File: src/rtl/cdc_pkg.sv
// Shared definitions for the fast-to-slow CDC transmit blocks.
package cdc_pkg;

  localparam int unsigned CDC_DATA_W      = 8;
  localparam int unsigned CDC_HOLD_CYCLES = 12;

  // Channel transmit FSM: waiting for a request, or holding a captured word.
  typedef enum logic {
    CDC_IDLE = 1'b0,
    CDC_HOLD = 1'b1
  } cdc_tx_state_e;

  // Width of a binary index into n requesters (at least one bit).
  function automatic int unsigned cdc_idx_w(input int unsigned n);
    return (n > 1) ? $clog2(n) : 1;
  endfunction

endpackage

File: src/rtl/cdc_fs_tx_arbiter_rr_pick.sv
// Combinational round-robin picker: first set request scanning upward from
// the slot after the last winner, wrapping at NUM_REQ.
module rr_pick
  import cdc_pkg::*;
#(
  parameter int unsigned NUM_REQ = 4,
  localparam int unsigned IDX_W  = cdc_idx_w(NUM_REQ)
) (
  input  logic [NUM_REQ-1:0] req,
  input  logic [IDX_W-1:0]   last,
  output logic [NUM_REQ-1:0] winner_oh_c,
  output logic [IDX_W-1:0]   winner_idx_c,
  output logic               valid_c
);

  // Priority scan starting at last+1; the first hit wins.
  always_comb begin
    int unsigned idx;
    winner_oh_c  = '0;
    winner_idx_c = '0;
    valid_c      = 1'b0;
    idx          = 0;
    for (int unsigned k = 1; k <= NUM_REQ; k++) begin
      idx = (32'(last) + k) % NUM_REQ;
      if (!valid_c && req[IDX_W'(idx)]) begin
        valid_c      = 1'b1;
        winner_idx_c = IDX_W'(idx);
        winner_oh_c  = NUM_REQ'(1) << idx;
      end
    end
  end

endmodule

File: src/rtl/cdc_fs_tx_arbiter.sv
// Round-robin arbiter sharing one fast-to-slow word synchronizer channel.
// A captured word is held for HOLD_CYCLES fast clocks so the slow side
// samples a settled value; xfer_toggle flips once per capture.
module cdc_fs_tx_arbiter
  import cdc_pkg::*;
#(
  parameter int unsigned NUM_REQ     = 4,
  parameter int unsigned DATA_W      = CDC_DATA_W,
  parameter int unsigned HOLD_CYCLES = CDC_HOLD_CYCLES
) (
  input  logic                      fast_clk,
  input  logic                      reset_n,
  input  logic [NUM_REQ-1:0]        req,
  input  logic [NUM_REQ*DATA_W-1:0] data_in,
  output logic [NUM_REQ-1:0]        grant,
  output logic [DATA_W-1:0]         data_out,
  output logic                      xfer_toggle,
  output logic                      busy
);

  localparam int unsigned CNT_W = $clog2(HOLD_CYCLES);
  localparam int unsigned IDX_W = cdc_idx_w(NUM_REQ);

  localparam logic [IDX_W-1:0] LAST_RST = IDX_W'(NUM_REQ - 1);
  localparam logic [CNT_W-1:0] CNT_LOAD = CNT_W'(HOLD_CYCLES - 1);

  cdc_tx_state_e      state, state_nxt;
  logic [CNT_W-1:0]   cnt, cnt_nxt;
  logic [IDX_W-1:0]   last, last_nxt;
  logic [NUM_REQ-1:0] grant_nxt;
  logic [DATA_W-1:0]  data_nxt;
  logic               toggle_nxt;
  logic               busy_nxt;

  logic [NUM_REQ-1:0] pick_oh_c;
  logic [IDX_W-1:0]   pick_idx_c;
  logic               pick_valid_c;

  logic [DATA_W-1:0]  words [NUM_REQ];

  // Split the flat requester bus into per-requester words.
  for (genvar g = 0; g < NUM_REQ; g++) begin : g_word
    assign words[g] = data_in[g*DATA_W +: DATA_W];
  end

  rr_pick #(
    .NUM_REQ (NUM_REQ)
  ) u_rr_pick (
    .req          (req),
    .last         (last),
    .winner_oh_c  (pick_oh_c),
    .winner_idx_c (pick_idx_c),
    .valid_c      (pick_valid_c)
  );

  // Next-state and output decode: capture in IDLE, count down in HOLD.
  always_comb begin
    state_nxt  = state;
    cnt_nxt    = cnt;
    last_nxt   = last;
    grant_nxt  = '0;
    data_nxt   = data_out;
    toggle_nxt = xfer_toggle;
    busy_nxt   = busy;
    unique case (state)
      CDC_IDLE: begin
        if (pick_valid_c) begin
          grant_nxt  = pick_oh_c;
          data_nxt   = words[pick_idx_c];
          toggle_nxt = ~xfer_toggle;
          busy_nxt   = 1'b1;
          cnt_nxt    = CNT_LOAD;
          last_nxt   = pick_idx_c;
          state_nxt  = CDC_HOLD;
        end
      end
      CDC_HOLD: begin
        if (cnt == '0) begin
          busy_nxt  = 1'b0;
          state_nxt = CDC_IDLE;
        end else begin
          cnt_nxt = cnt - CNT_W'(1);
        end
      end
      default: begin
        state_nxt = CDC_IDLE;
      end
    endcase
  end

  // State, pointer and registered channel outputs.
  always_ff @(posedge fast_clk or negedge reset_n) begin
    if (!reset_n) begin
      state       <= CDC_IDLE;
      cnt         <= '0;
      last        <= LAST_RST;
      grant       <= '0;
      data_out    <= '0;
      xfer_toggle <= 1'b0;
      busy        <= 1'b0;
    end else begin
      state       <= state_nxt;
      cnt         <= cnt_nxt;
      last        <= last_nxt;
      grant       <= grant_nxt;
      data_out    <= data_nxt;
      xfer_toggle <= toggle_nxt;
      busy        <= busy_nxt;
    end
  end

endmodule
File: config.mk
export PLATFORM = sky130hd
export DESIGN_NAME = cdc_fs_tx_arbiter
export DESIGN_NICKNAME = d
export VERILOG_FILES = /design/src/rtl/cdc_pkg.sv /design/src/rtl/cdc_fs_tx_arbiter_rr_pick.sv /design/src/rtl/cdc_fs_tx_arbiter.sv
export SDC_FILE = /design/constraint.sdc
export NUM_CORES = 1
export LEC_CHECK = 0
export CORE_AREA = 3 3 59 83
export DETAILED_ROUTE_END_ITERATION = 10
export DIE_AREA = 0 0 62 86
export GPL_ROUTABILITY_DRIVEN = 0
export GPL_TIMING_DRIVEN = 0
export PLACE_DENSITY = 0.68
export SETUP_SLACK_MARGIN = 0.1
export SLEW_MARGIN = 15
export SYNTH_ARGS = -nofsm -noshare
export SYNTH_HDL_FRONTEND = slang
export SYNTH_SLANG_ARGS = --single-unit
File: constraint.sdc
create_clock -name fast_clk -period 5.12 [get_ports fast_clk]
set_input_delay 1.536 -clock fast_clk [delete_from_list [all_inputs] [get_ports fast_clk]]
set_output_delay 1.536 -clock fast_clk [all_outputs]
set_load 0.01 [all_outputs]
# == After elaboration in Yosys (flattened, before gate mapping) ==
# Index checks and enable logic that the tools add are counted.
# totals
input_bits,38
out_inout_bits,14
word_cells,71
ff_bits,21
# classes
eq_ne,3
bitwise,3
add_sub_neg,5
order_cmp,5
reduce_logical,10
shifts,4
muxes,34
# op_table
cell,count
4-bit two-way mux,8
8-bit binary-select mux with 2-bit select,1
8-bit two-way mux,2
1-bit by 2-bit << shifter with 4-bit output (first input constant),4
2-bit by 3-bit < comparator with 1-bit output (second input constant),4
1-bit two-way mux,12
1-bit binary-select mux with 2-bit select,4
2-bit two-way mux,4
4-bit case mux with 2 select lines,1
2-bit AND reduction,3
2-bit by 1-bit adder with 2-bit output (second input constant),2
2-bit adder (second input constant),2
4-bit zero test,1
2-bit inequality test (second input constant),2
1-bit case mux with 2 select lines,2
4-bit by 1-bit subtractor with 4-bit output (second input constant),1
3-bit greater-or-equal comparator (second input constant),1
1-bit logical AND,3
1-bit zero test,3
2-bit inverter with 3-bit output,1
2-bit by 1-bit inequality test with 1-bit output (second input constant),1
1-bit inverter,2

# == Longest topological paths before layout ==
# logic_depth
ltp_word,17
mapped_depth,11
depth_no_buf,8

# == Hierarchy ==
# Synthesis repeated with hierarchy kept, for this count alone.
# hier_totals
cells_unflattened,171
hier_area_um2,1644.1
# by_module_without_submodules
mod,cells_per_inst,area_each_um2,seq_area_each_um2,n_inst
cdc_fs_tx_arbiter,94,1032.2,528.0,1
rr_pick,77,611.8,0.0,1

# == Least setup slack after synthesis ==
# OpenSTA, ideal clock, no wires.
# synth_path
path_type,input port to flip-flop
from,in req[0]
to,reg data_out[1]
t_required_ps,4987
path_buffers,2
setup_slack_ps,1882
setup_time_ps,133
stages,8
arrival_ps,3106
path_cell_list,buf_6 -> mux4_2 -> nor2_1 -> o21a_1 -> nor2_4 -> buf_6 -> o2111ai_1 -> o211ai_2
# synth_via
elab_chain_cells,16
elab_cells_between_ends,27
classes_between,mux: 19; bitwise: 1; reduce/logical: 7
# synth_lines
item,line_no,rtl
start: declaration,cdc_fs_tx_arbiter.sv:13,"input logic [NUM_REQ-1:0] req,"
1-bit binary-select mux with 2-bit select,cdc_fs_tx_arbiter_rr_pick.sv:25,if (!valid_c && req[IDX_W'(idx)]) begin
1-bit two-way mux (not written as such),cdc_fs_tx_arbiter_rr_pick.sv:25,
1-bit two-way mux,cdc_fs_tx_arbiter_rr_pick.sv:25,
1-bit zero test,cdc_fs_tx_arbiter_rr_pick.sv:25,
1-bit logical AND,cdc_fs_tx_arbiter_rr_pick.sv:25,
1-bit two-way mux,cdc_fs_tx_arbiter_rr_pick.sv:25,
1-bit zero test,cdc_fs_tx_arbiter_rr_pick.sv:25,
1-bit logical AND,cdc_fs_tx_arbiter_rr_pick.sv:25,
1-bit two-way mux,cdc_fs_tx_arbiter_rr_pick.sv:25,
1-bit zero test,cdc_fs_tx_arbiter_rr_pick.sv:25,
1-bit logical AND,cdc_fs_tx_arbiter_rr_pick.sv:25,
2-bit two-way mux,cdc_fs_tx_arbiter_rr_pick.sv:25,
2-bit inverter with 3-bit output (not written as such),cdc_fs_tx_arbiter.sv:69,data_nxt = words[pick_idx_c];
8-bit binary-select mux with 2-bit select,cdc_fs_tx_arbiter.sv:69,
8-bit two-way mux (not written as such) (2 in a row),cdc_fs_tx_arbiter.sv:69,
end signal: assignment,cdc_fs_tx_arbiter.sv:106,data_out <= data_nxt;
end: declaration,cdc_fs_tx_arbiter.sv:16,"output logic [DATA_W-1:0] data_out,"
# Parallel ways exist; a longest one is shown, timed or not. The select of a mux whose other input is x is not followed.
# A chain may end at the register's enable or synchronous reset.

# == Worst setup path after layout ==
# layout_path
from,in req[3]
to,reg data_out[3]
# The elaborated chain is that of the path after synthesis.

==> results.toml <==
[status]
status = "finished, final reports clean"

[sta]
slew-limit-headroom = 0.360
setup-tns-final_ns = 0
grt_setup_unrepaired = "no"
fmax_mhz = 266
drv_slew = 0
tightest_slew_ns = 0.957
period_needed_ns = 3.76
finalSetupViolCount = 0
worst_hold_slack_ns = 0.490
fin_skew_ns = 0.00728
fin_crit_sh = 0.735
hold_viol = 0

[cts]
cts_hold_buffers = 0
clkSinkCount = 21
htree_levels = 1
path_clk_slew_ns = 0.08
clock_latency_ns = 0.25
cts_buffer_depth = 2
cts_tree = "yes"
cts_resized = 0
numCtsBuffers = 3
cts_root_buf = "clkbuf_8"
cts_setup_buffers = 0

[worst_setup_path]
path_cells = "clkdlybuf4s50_1, buf_2, mux2i_1, mux2i_1, clkbuf_1, o21a_1, nor2_4, buf_6, o2111ai_1, o211ai_2"
cpMaxStageDelayCell = "clkdlybuf4s50_1"
r2r_cells = 11
r2r_start = "last[0]"
cp.arrival_ns = 3.90
setup.worst_path.class = "input port to register"
cp.required_ns = 5.26
critPathBufInv = 4
cp_max_fo = 10
cp-end-kind = "register"
crit_path_start_kind = "input port"
cpMostUsedCell = "mux2i_1"
reg2reg_slack_ns = 1.96
path_depth = 10
slowest_delay_ns = 0.50
r2r_end = "data_out[5]"
path_delay_family = "buffers and inverters"

[floorplanning]
ioPinCount = 52
dieArea_um2 = 5330
initial_utilization = 0.393
fp.dieW_um = 62
core_area_um2 = 4240
row_count = 28
die_y_um = 86

[run]
maxCapViolCount = 0

[hold_path]
min_from = "data_out[7]"
holdPathEnd = "data_out[7]"
min_path_type = "register to register"
hold-path-cell-count = 2

[power_and_ir_drop]
combPwrFrac = 0.697
p_leak_nw = 0.960
irDropWorstVdd_uv = 322
clkPwrFrac = 0.076
seqPwrFrac = 0.227
power_density_nw_per_um2 = 608
sw_frac_of_total = 0.436
p_int_w = 0.000785
netSwitchingPower_w = 0.000606

[logic_synthesis]
ys_ff_latch = 21
ys_warn_count = 0
avgSynthCellArea_um2 = 10.3
synth_area_um2 = 1670
synth.distinct_cells = 47
syn-num-nets = 210
syn_inst = 162
ys_seq_area_frac = 0.317

[routing]
wl_per_cell_um = 14.6
viasPerCell = 5.22
first_iter_violations = 43
antenna_left = 0
wirelength_mm = 4.04
dr.pass1.iters = 4
vias = 1440
drc = 0

[final_layout]
multi_input_area_um2 = 1020
fillers = 402
seq_area_um2 = 528
stdcell_area_um2 = 2290
final_nets = 265
layout_commonest_cell = "clkdlybuf4s50_1"
areaGrowthSynthToFinish_pct = 37.2
layout_common_cells = "clkdlybuf4s50_1 (50), dfrtp_1 (19), mux2i_1 (16)"
num_antenna_cells = 0
drive_gt1_frac = 0.167

[global_route]
grt_util_met3 = 0.0151
grtUsageMet2 = 0.294
grt_pass1_vias = 1441
grt_max_degree = 22
antenna_found_initial = 0
track_usage = 0.170
grt_pass1_wl_mm = 6.86
overflow = 0
gr-max-usage-layer = "met2"
use_met1 = 0.210

[place]
post-dp-hpwl_mm = 3.16
port_buffers = 50
placed_area_um2 = 2240
-- stage by stage --
| stage | setup WS [ns] | power [W] | utilization | instances |
|---|---|---|---|---|
| 2_1_floorplan | 1.88 | 0.00103 | - | 162 |
| 3_3_place_gp | 1.10 | 0.00129 | 0.529 | 272 |
| 3_5_place_dp | 1.08 | 0.00130 | 0.529 | 272 |
| 4_1_cts | 1.34 | 0.00141 | 0.540 | 276 |
| 5_1_grt | 1.13 | 0.00153 | 0.540 | 276 |
| 6_report | 1.36 | 0.00139 | 0.540 | 276 |
-- worst reg2reg max path, delay by kind of cell, from the launching register on --
| family | cells | cell delay (ns) |
|---|---|---|
| buffers and inverters | 4 | 0.76 |
| multiplexers | 3 | 0.62 |
| adder cells (fa/ha/maj) | 1 | 0.33 |
| AND/OR/NAND/NOR | 1 | 0.25 |
| AO/OA/AOI/OAI | 2 | 0.43 |
| flip-flops | 1 | 0.66 |
-- metal layers --
layer | vias up | part of all wire | wire [um]
li1 | 714 | - | -
met1 | 685 | 0.40 | 1600
met2 | 37 | 0.55 | 2230
met3 | 4 | 0.036 | 146
met4 | 0 | 0.016 | 64
met5 | - | 0 | 0
-- worst max-delay path by stage --
stage,from,end,slack (ns)
4_1_cts,req[3],data_out[3],1.34
3_3_place_gp,req[3],data_out[3],1.10
6_report,req[3],data_out[3],1.36
2_1_floorplan,req[0],data_out[1],1.88
3_5_place_dp,req[3],data_out[3],1.08
5_1_grt,req[3],data_out[3],1.13
-- power by group through the flow --
stage          Clock [W]  Sequential (W)  Combinational (W)
2_1_floorplan          0        0.000328           0.000698
3_3_place_gp           0        0.000318           0.000970
3_5_place_dp           0        0.000321           0.000977
4_1_cts         0.000109        0.000318           0.000983
5_1_grt         0.000115        0.000333            0.00108
6_report        0.000105        0.000316           0.000970
-- cell type report --
type,instances,area share
well taps,60,0.0328
inverters,5,0.00820
flip-flops and latches,21,0.231
clock buffers,4,0.0197
plain buffers,11,0.0448
repair buffers,50,0.219
multi-input cells,125,0.445
-- flip-flops by register name, indices dropped and copies added, names as in the netlist --
name	flops
last	2
grant	4
cnt	4
data_out	8
xfer_toggle	1
busy	1
state	1
-- logic make-up after synthesis --
kind of cell | synth area share
mux | 0.125
xor+xnor | 0.0210
buf+inv | 0.0728
compound gates | 0.230
simple gates | 0.160
fa+ha+maj | 0.0750
flops | 0.317
-- cell usage after synthesis (all sizes together) --
| master | n | area, um^2 |
|---|---|---|
| a211oi | 1 | 7.51 |
| a21o | 1 | 8.76 |
| a21oi | 6 | 30.0 |
| a221oi | 4 | 35.0 |
| a22o | 1 | 8.76 |
| a22oi | 4 | 30.0 |
| a311oi | 1 | 8.76 |
| a31oi | 1 | 6.26 |
| buf | 9 | 85.1 |
| clkbuf | 2 | 17.5 |
| dfrtp | 19 | 475 |
| dfstp | 2 | 52.6 |
| ha | 10 | 125 |
| inv | 5 | 18.8 |
| mux2i | 16 | 160 |
| mux4 | 2 | 48.8 |
| nand2 | 14 | 52.6 |
| nand2b | 2 | 12.5 |
| nand3 | 1 | 5.00 |
| nand3b | 2 | 15.0 |
| nor2 | 15 | 63.8 |
| nor2b | 1 | 13.8 |
| nor3 | 3 | 15.0 |
| nor3b | 1 | 7.51 |
| nor4 | 1 | 6.26 |
| o2111ai | 6 | 52.6 |
| o211ai | 6 | 75.1 |
| o21a | 1 | 7.51 |
| o21ai | 4 | 23.8 |
| o21bai | 1 | 7.51 |
| o221ai | 2 | 30.0 |
| o22ai | 1 | 6.26 |
| o2bb2ai | 1 | 27.5 |
| o311ai | 2 | 17.5 |
| or2 | 2 | 12.5 |
| or3 | 5 | 36.3 |
| or3b | 3 | 26.3 |
| xnor2 | 4 | 35.0 |
(Power assumes the default switching activity.)
